--- config.mk ---
export PLATFORM = sky130hd
export DESIGN_NAME = pakesson_glitcher_flat
export DESIGN_NICKNAME = d
export VERILOG_FILES = /design/src/rtl/pakesson_glitcher_if.sv /design/src/rtl/pakesson_glitcher.sv /design/src/flat_wrapper.sv
export SDC_FILE = /design/constraint.sdc
export NUM_CORES = 1
export LEC_CHECK = 0
export CORE_MARGIN = 1
export CORE_UTILIZATION = 55
export CTS_CLUSTER_SIZE = 28
export DETAILED_ROUTE_END_ITERATION = 16
export DONT_BUFFER_PORTS = 1
export GPL_ROUTABILITY_DRIVEN = 0
export PLACE_DENSITY = 0.7
export SYNTH_ARGS = -nofsm -noshare
export SYNTH_HDL_FRONTEND = slang
export SYNTH_SLANG_ARGS = --single-unit
--- constraint.sdc ---
create_clock -name clk -period 4.3 [get_ports clk]
set_input_delay 0.86 -clock clk [delete_from_list [all_inputs] [get_ports clk]]
set_output_delay 0.86 -clock clk [all_outputs]
set_load 0.01 [all_outputs]
--- src/rtl/pakesson_glitcher_if.sv ---
// Host-side pin bundle of the glitcher: TinyTapeout-style user I/O.
interface pakesson_glitcher_if;
  logic       ena;
  logic [7:0] ui_in;
  logic [7:0] uio_in;
  logic [7:0] uio_out;
  logic [7:0] uio_oe;
  logic [7:0] uo_out;

  modport master (output ena, ui_in, uio_in, input uo_out, uio_out, uio_oe);
  modport slave  (input ena, ui_in, uio_in, output uo_out, uio_out, uio_oe);
endinterface

--- src/rtl/pakesson_glitcher.sv ---
// Fault-injection pulse generator: on a trigger edge, waits DELAY clocks then emits
// PULSES glitch pulses of WIDTH clocks separated by WIDTH-clock gaps.
module pakesson_glitcher #(
  parameter int unsigned SYNC_STAGES = 2
) (
  input logic                 clk,
  input logic                 rst_n,
  pakesson_glitcher_if.slave  bus
);

  typedef enum logic [2:0] {
    S_IDLE  = 3'd0,
    S_ARMED = 3'd1,
    S_DELAY = 3'd2,
    S_PULSE = 3'd3,
    S_GAP   = 3'd4,
    S_DONE  = 3'd5
  } state_t;

  logic [SYNC_STAGES-1:0][6:0] ctl_sync;
  logic [SYNC_STAGES-1:0][7:0] dat_sync;
  logic [2:0]  prev;
  logic [6:0]  ctl;
  logic [7:0]  dat;
  logic [15:0] delay_reg;
  logic [7:0]  width_reg;
  logic [7:0]  pulses_reg;
  logic [15:0] cnt;
  logic [7:0]  rem;
  logic [15:0] width_m1;
  logic [7:0]  pulses_m1;
  logic [7:0]  uo;
  logic        trig_edge;
  logic        arm_edge;
  logic        wr_edge;
  logic        disarm;
  logic        busy;
  logic [1:0]  addr;
  logic        unused_ok;
  state_t      state;

  // uo_out image for a given state: {code, done, busy, armed, glitch_n, glitch}
  function automatic logic [7:0] outs(state_t s);
    logic g;
    g = (s == S_PULSE);
    return {3'(s), s == S_DONE, (s == S_DELAY) || (s == S_PULSE) || (s == S_GAP),
            s == S_ARMED, ~g, g};
  endfunction

  assign ctl       = ctl_sync[SYNC_STAGES-1];
  assign dat       = dat_sync[SYNC_STAGES-1];
  assign trig_edge = ctl[5] ? (~ctl[0] & prev[0]) : (ctl[0] & ~prev[0]);
  assign arm_edge  = ctl[1] & ~prev[1];
  assign wr_edge   = ctl[2] & ~prev[2];
  assign addr      = ctl[4:3];
  assign disarm    = ctl[6];
  assign busy      = (state == S_DELAY) || (state == S_PULSE) || (state == S_GAP);
  // Zero-valued WIDTH/PULSES behave as 1
  assign width_m1  = (width_reg == 8'd0) ? 16'd0 : 16'(width_reg) - 16'd1;
  assign pulses_m1 = (pulses_reg == 8'd0) ? 8'd0 : pulses_reg - 8'd1;

  assign bus.uo_out  = uo;
  assign bus.uio_out = 8'd0;
  assign bus.uio_oe  = 8'd0;
  assign unused_ok   = &{1'b0, bus.ena, bus.ui_in[7]};

  always_ff @(posedge clk or negedge rst_n) begin
    if (!rst_n) begin
      ctl_sync   <= '0;
      dat_sync   <= '0;
      prev       <= 3'd0;
      delay_reg  <= 16'd0;
      width_reg  <= 8'd0;
      pulses_reg <= 8'd0;
      cnt        <= 16'd0;
      rem        <= 8'd0;
      state      <= S_IDLE;
      uo         <= outs(S_IDLE);
    end else begin
      ctl_sync <= {ctl_sync[SYNC_STAGES-2:0], bus.ui_in[6:0]};
      dat_sync <= {dat_sync[SYNC_STAGES-2:0], bus.uio_in};
      prev     <= ctl[2:0];

      if (disarm) begin
        state <= S_IDLE;
        uo    <= outs(S_IDLE);
      end else begin
        if (wr_edge && !busy) begin
          unique case (addr)
            2'd0: delay_reg[7:0]  <= dat;
            2'd1: delay_reg[15:8] <= dat;
            2'd2: width_reg       <= dat;
            2'd3: pulses_reg      <= dat;
          endcase
        end

        case (state)
          S_IDLE, S_DONE: begin
            if (arm_edge) begin
              state <= S_ARMED;
              uo    <= outs(S_ARMED);
            end
          end
          S_ARMED: begin
            if (trig_edge) begin
              if (delay_reg == 16'd0) begin
                state <= S_PULSE;
                uo    <= outs(S_PULSE);
                cnt   <= width_m1;
                rem   <= pulses_m1;
              end else begin
                state <= S_DELAY;
                uo    <= outs(S_DELAY);
                cnt   <= delay_reg - 16'd1;
              end
            end
          end
          S_DELAY: begin
            if (cnt == 16'd0) begin
              state <= S_PULSE;
              uo    <= outs(S_PULSE);
              cnt   <= width_m1;
              rem   <= pulses_m1;
            end else begin
              cnt <= cnt - 16'd1;
            end
          end
          S_PULSE: begin
            if (cnt != 16'd0) begin
              cnt <= cnt - 16'd1;
            end else if (rem == 8'd0) begin
              state <= S_DONE;
              uo    <= outs(S_DONE);
            end else begin
              state <= S_GAP;
              uo    <= outs(S_GAP);
              cnt   <= width_m1;
              rem   <= rem - 8'd1;
            end
          end
          S_GAP: begin
            if (cnt == 16'd0) begin
              state <= S_PULSE;
              uo    <= outs(S_PULSE);
              cnt   <= width_m1;
            end else begin
              cnt <= cnt - 16'd1;
            end
          end
          default: begin
            state <= S_IDLE;
            uo    <= outs(S_IDLE);
          end
        endcase
      end
    end
  end

endmodule

--- src/flat_wrapper.sv ---
// flat-port wrapper written by rule: the top's interface ports become plain ports
module pakesson_glitcher_flat 
#(
  parameter int unsigned SYNC_STAGES = 2
)
  (clk, rst_n, bus_ena, bus_ui_in, bus_uio_in, bus_uo_out, bus_uio_out, bus_uio_oe);
  pakesson_glitcher_if bus_i ();
  input logic clk;
  input logic rst_n;
  input wire logic [$bits(bus_i.ena)-1:0] bus_ena;
  input wire logic [$bits(bus_i.ui_in)-1:0] bus_ui_in;
  input wire logic [$bits(bus_i.uio_in)-1:0] bus_uio_in;
  output wire logic [$bits(bus_i.uo_out)-1:0] bus_uo_out;
  output wire logic [$bits(bus_i.uio_out)-1:0] bus_uio_out;
  output wire logic [$bits(bus_i.uio_oe)-1:0] bus_uio_oe;
  assign bus_i.ena = bus_ena;
  assign bus_i.ui_in = bus_ui_in;
  assign bus_i.uio_in = bus_uio_in;
  assign bus_uo_out = bus_i.uo_out;
  assign bus_uio_out = bus_i.uio_out;
  assign bus_uio_oe = bus_i.uio_oe;
  pakesson_glitcher #(.SYNC_STAGES(SYNC_STAGES)) u_core (.clk(clk), .rst_n(rst_n), .bus(bus_i));
endmodule
==> results.py <==
metrics = {
    "worst_setup_path": {
        "required_ns": 4.56,
        "cp.arrival_ns": 3.09,
        "end_kind": "register",
        "worstSetupPathType": "register to register",
        "critical_path.max_fanout": 16,
        "cp-start-kind": "register",
        "r2r_setup_slack_ns": 1.48,
    },
    "pwr": {
        "power.density_mw_per_mm2": 627,
        "leakage_nw": 2.17,
        "ir_worst_vdd_mv": 0.314,
    },
    "grt": {
        "grt_pass1_wl_um": 17300,
        "grt_overflow": 0,
        "grtUsageTotal_pct": 22.9,
        "grt_pass1_vias": 3455,
        "antenna_found_initial": 0,
        "grt_max_degree": 98,
    },
    "timing": {
        "finalSetupTns_ns": 0,
        "setup_ws_ns": 1.48,
        "finalSetupViolCount": 0,
        "worstMarginPinSlew_ns": 1.20,
        "max-slew-margin-rel_pct": 19.6,
        "timing_hold_violations_final": 0,
        "slew_violations": 0,
        "clock_skew_ns": 0.0199,
        "max_freq_ghz": 0.354,
        "fin_crit_ns": 2.82,
        "post-route-period-util_pct": 65.7,
        "grt_setup_unrepaired": "no",
    },
    "clock_tree": {
        "cts_sinks": 97,
        "post_cts_buffers": 0,
        "clkSlewWorstSetupHoldPaths_ns": 0.11,
        "cts-resized-gates": 0,
        "cts-root-buf": "clkbuf_8",
        "clk_path_buf_depth": 2,
        "clk_latency_ns": 0.38,
        "cts_tree": "built",
        "h-tree-depth": 3,
        "cts_hold_buffers": 0,
        "cts_buffers": 9,
    },
    "yosys": {
        "yosysWarnings": 0,
        "synth.top_cell.area_share_pct": 47.7,
        "synth_cell_types": 67,
        "synth_ff_type": "dfrtp_1",
        "synth_edf_count": 0,
        "synth-seq-cells": 97,
        "ys_seq_area_share_pct": 48.2,
        "async_reset_ff_share_pct": 100,
        "synth.area.top_cells": "dfrtp_1 (48%), mux2_2 (5.4%), o21ai_0 (3.3%)",
        "yosys.area.top_type": "dfrtp_1",
        "synthCells": 488,
        "netlist_area_mm2": 0.00503,
        "avgSynthCellArea_um2": 10.3,
    },
    "route": {
        "wl_per_cell_um": 16.9,
        "drtIter0Drc": 242,
        "vias_per_cell": 6.19,
        "drc": 8,
        "ant_nets": 0,
        "firstDrtPassIters": 11,
        "num_vias": 3706,
        "drt-total-wl_um": 10100,
    },
    "floorplan": {
        "start_util_pct": 57.2,
        "die_area_mm2": 0.00954,
        "ios": 43,
        "num_rows": 34,
        "core_mm2": 0.00881,
        "die_height_um": 97.7,
        "die_w_um": 97.7,
    },
    "cells_and_area": {
        "nFillCells": 783,
        "finalNonFillerCells": 599,
        "drive_above_1_share_pct": 12.2,
        "syn2layout_area_growth_pct": 4.32,
        "fin_nets": 513,
        "diodes": 0,
    },
    "run_status": {
        "violations": "design-rule violations",
        "status": "finished with violations",
    },
    "place": {
        "dp_slack_ns": 1.49,
        "dp.cells": 583,
        "io_buffers": 0,
        "hpwl_um": 7060,
    },
    "hold_path": {
        "hold_class": "input port to asynchronous set/reset pin",
    },
    "job": {
        "drv_cap": 0,
    },
}
[cells in the final DEF, fill, tap and decap left out, drive strengths merged, types with 5 or more instances in the layout]
cell	count
ha	8
or3	7
a22o	6
xnor2	11
inv	18
dfrtp	96
nand2b	5
o21ai	42
nor4	9
a21oi	31
a31oi	5
nand2	39
conb	16
mux2	30
nor3	15
a221oi	5
clkbuf	9
nor2	36
nand3	11
xor2	10
nor3b	8
[stage by stage]
stage | hold WS [ns] | power, mW | util, % | instance area [µm²]
2_1_floorplan | 0.331 | 2.41 | - | 5090
5_1_grt | 0.139 | 3.54 | 59.6 | 5250
6_report | 0.153 | 3.29 | 59.6 | 5250
3_5_place_dp | 0.336 | 2.69 | 57.3 | 5050
4_1_cts | 0.147 | 3.29 | 59.6 | 5250
3_3_place_gp | 0.332 | 2.64 | 57.3 | 5050
[layout make-up]
class | count | area (µm²) | share of cell area (%)
repair buffers | 1 | 7.51 | 0.143
well taps | 108 | 135 | 2.57
flip-flops and latches | 97 | 2430 | 46.2
inverters | 14 | 52.6 | 1.00
multi-input cells | 363 | 2430 | 46.2
clock inverters | 7 | 78.8 | 1.50
clock buffers | 9 | 124 | 2.36
[cells in the mapped netlist, drive strengths merged (6+ instances only)]
cell and number:
a22o 6, xnor2 11, a21oi 31, dfrtp 96, xor2 10, nand2 39
mux2 30, buf 24, inv 14, nor3b 8, nor3 15, nor2 36
ha 8, o21ai 42, nand3 11, or3 7, nor4 9
[cell families (layout without fill, tap and decap cells)]
logic type / Yosys count / count (layout) / synth area share, %
simple gates: 159 / 159 / 17.5
compound gates: 125 / 125 / 15.9
flops: 97 / 97 / 48.2
buf+inv: 43 / 31 / 4.70
mux: 34 / 34 / 7.95
xor+xnor: 21 / 21 / 3.65
fa+ha+maj: 8 / 8 / 1.99
other cells: 1 / 16 / 0.0745
[report_power, final]
part | total, mW | leakage [nW] | internal, mW | switching [mW]
sequential | 1.49 | 1.18 | 1.16 | 0.332
clock | 0.599 | 0.102 | 0.231 | 0.368
combinational | 1.20 | 0.881 | 0.540 | 0.657
[worst paths after layout]
path | start | endpoint | cells after the start
hold / removal | rst_n | u_core.cnt[8]$_DFFE_PN0P_ | 0
setup / recovery | u_core.bus.uo_out[6]$_DFFE_PN0P_ | u_core.delay_reg[2]$_DFFE_PN0P_ | 5
min in group clk | u_core.ctl_sync[1]$_DFF_PN0_ | u_core.ctl[1]$_DFF_PN0_ | 0
hold reg to reg | u_core.ctl_sync[1]$_DFF_PN0_ | u_core.ctl[1]$_DFF_PN0_ | 0
setup reg to reg | u_core.bus.uo_out[6]$_DFFE_PN0P_ | u_core.delay_reg[2]$_DFFE_PN0P_ | 5
max in group asynchronous | rst_n | u_core.bus.uo_out[1]$_DFFE_PN1P_ | 0
[critical path, cell delays in order, from the launching register on]
cell	delay (ns)
dfrtp_1	0.71
nor3b_1	0.19
or2_1	0.46
nor4b_4	0.42
nor3b_4	0.59
mux2_4	0.35
[layer usage]
metal	track usage [%]	routed length [µm]	part of all wire [%]
met1	34.0	4820	48
met2	33.7	4660	46
met3	4.68	494	4.9
met4	7.11	140	1.4
met5	0	0	0
Power figures use the tool's default switching activity.
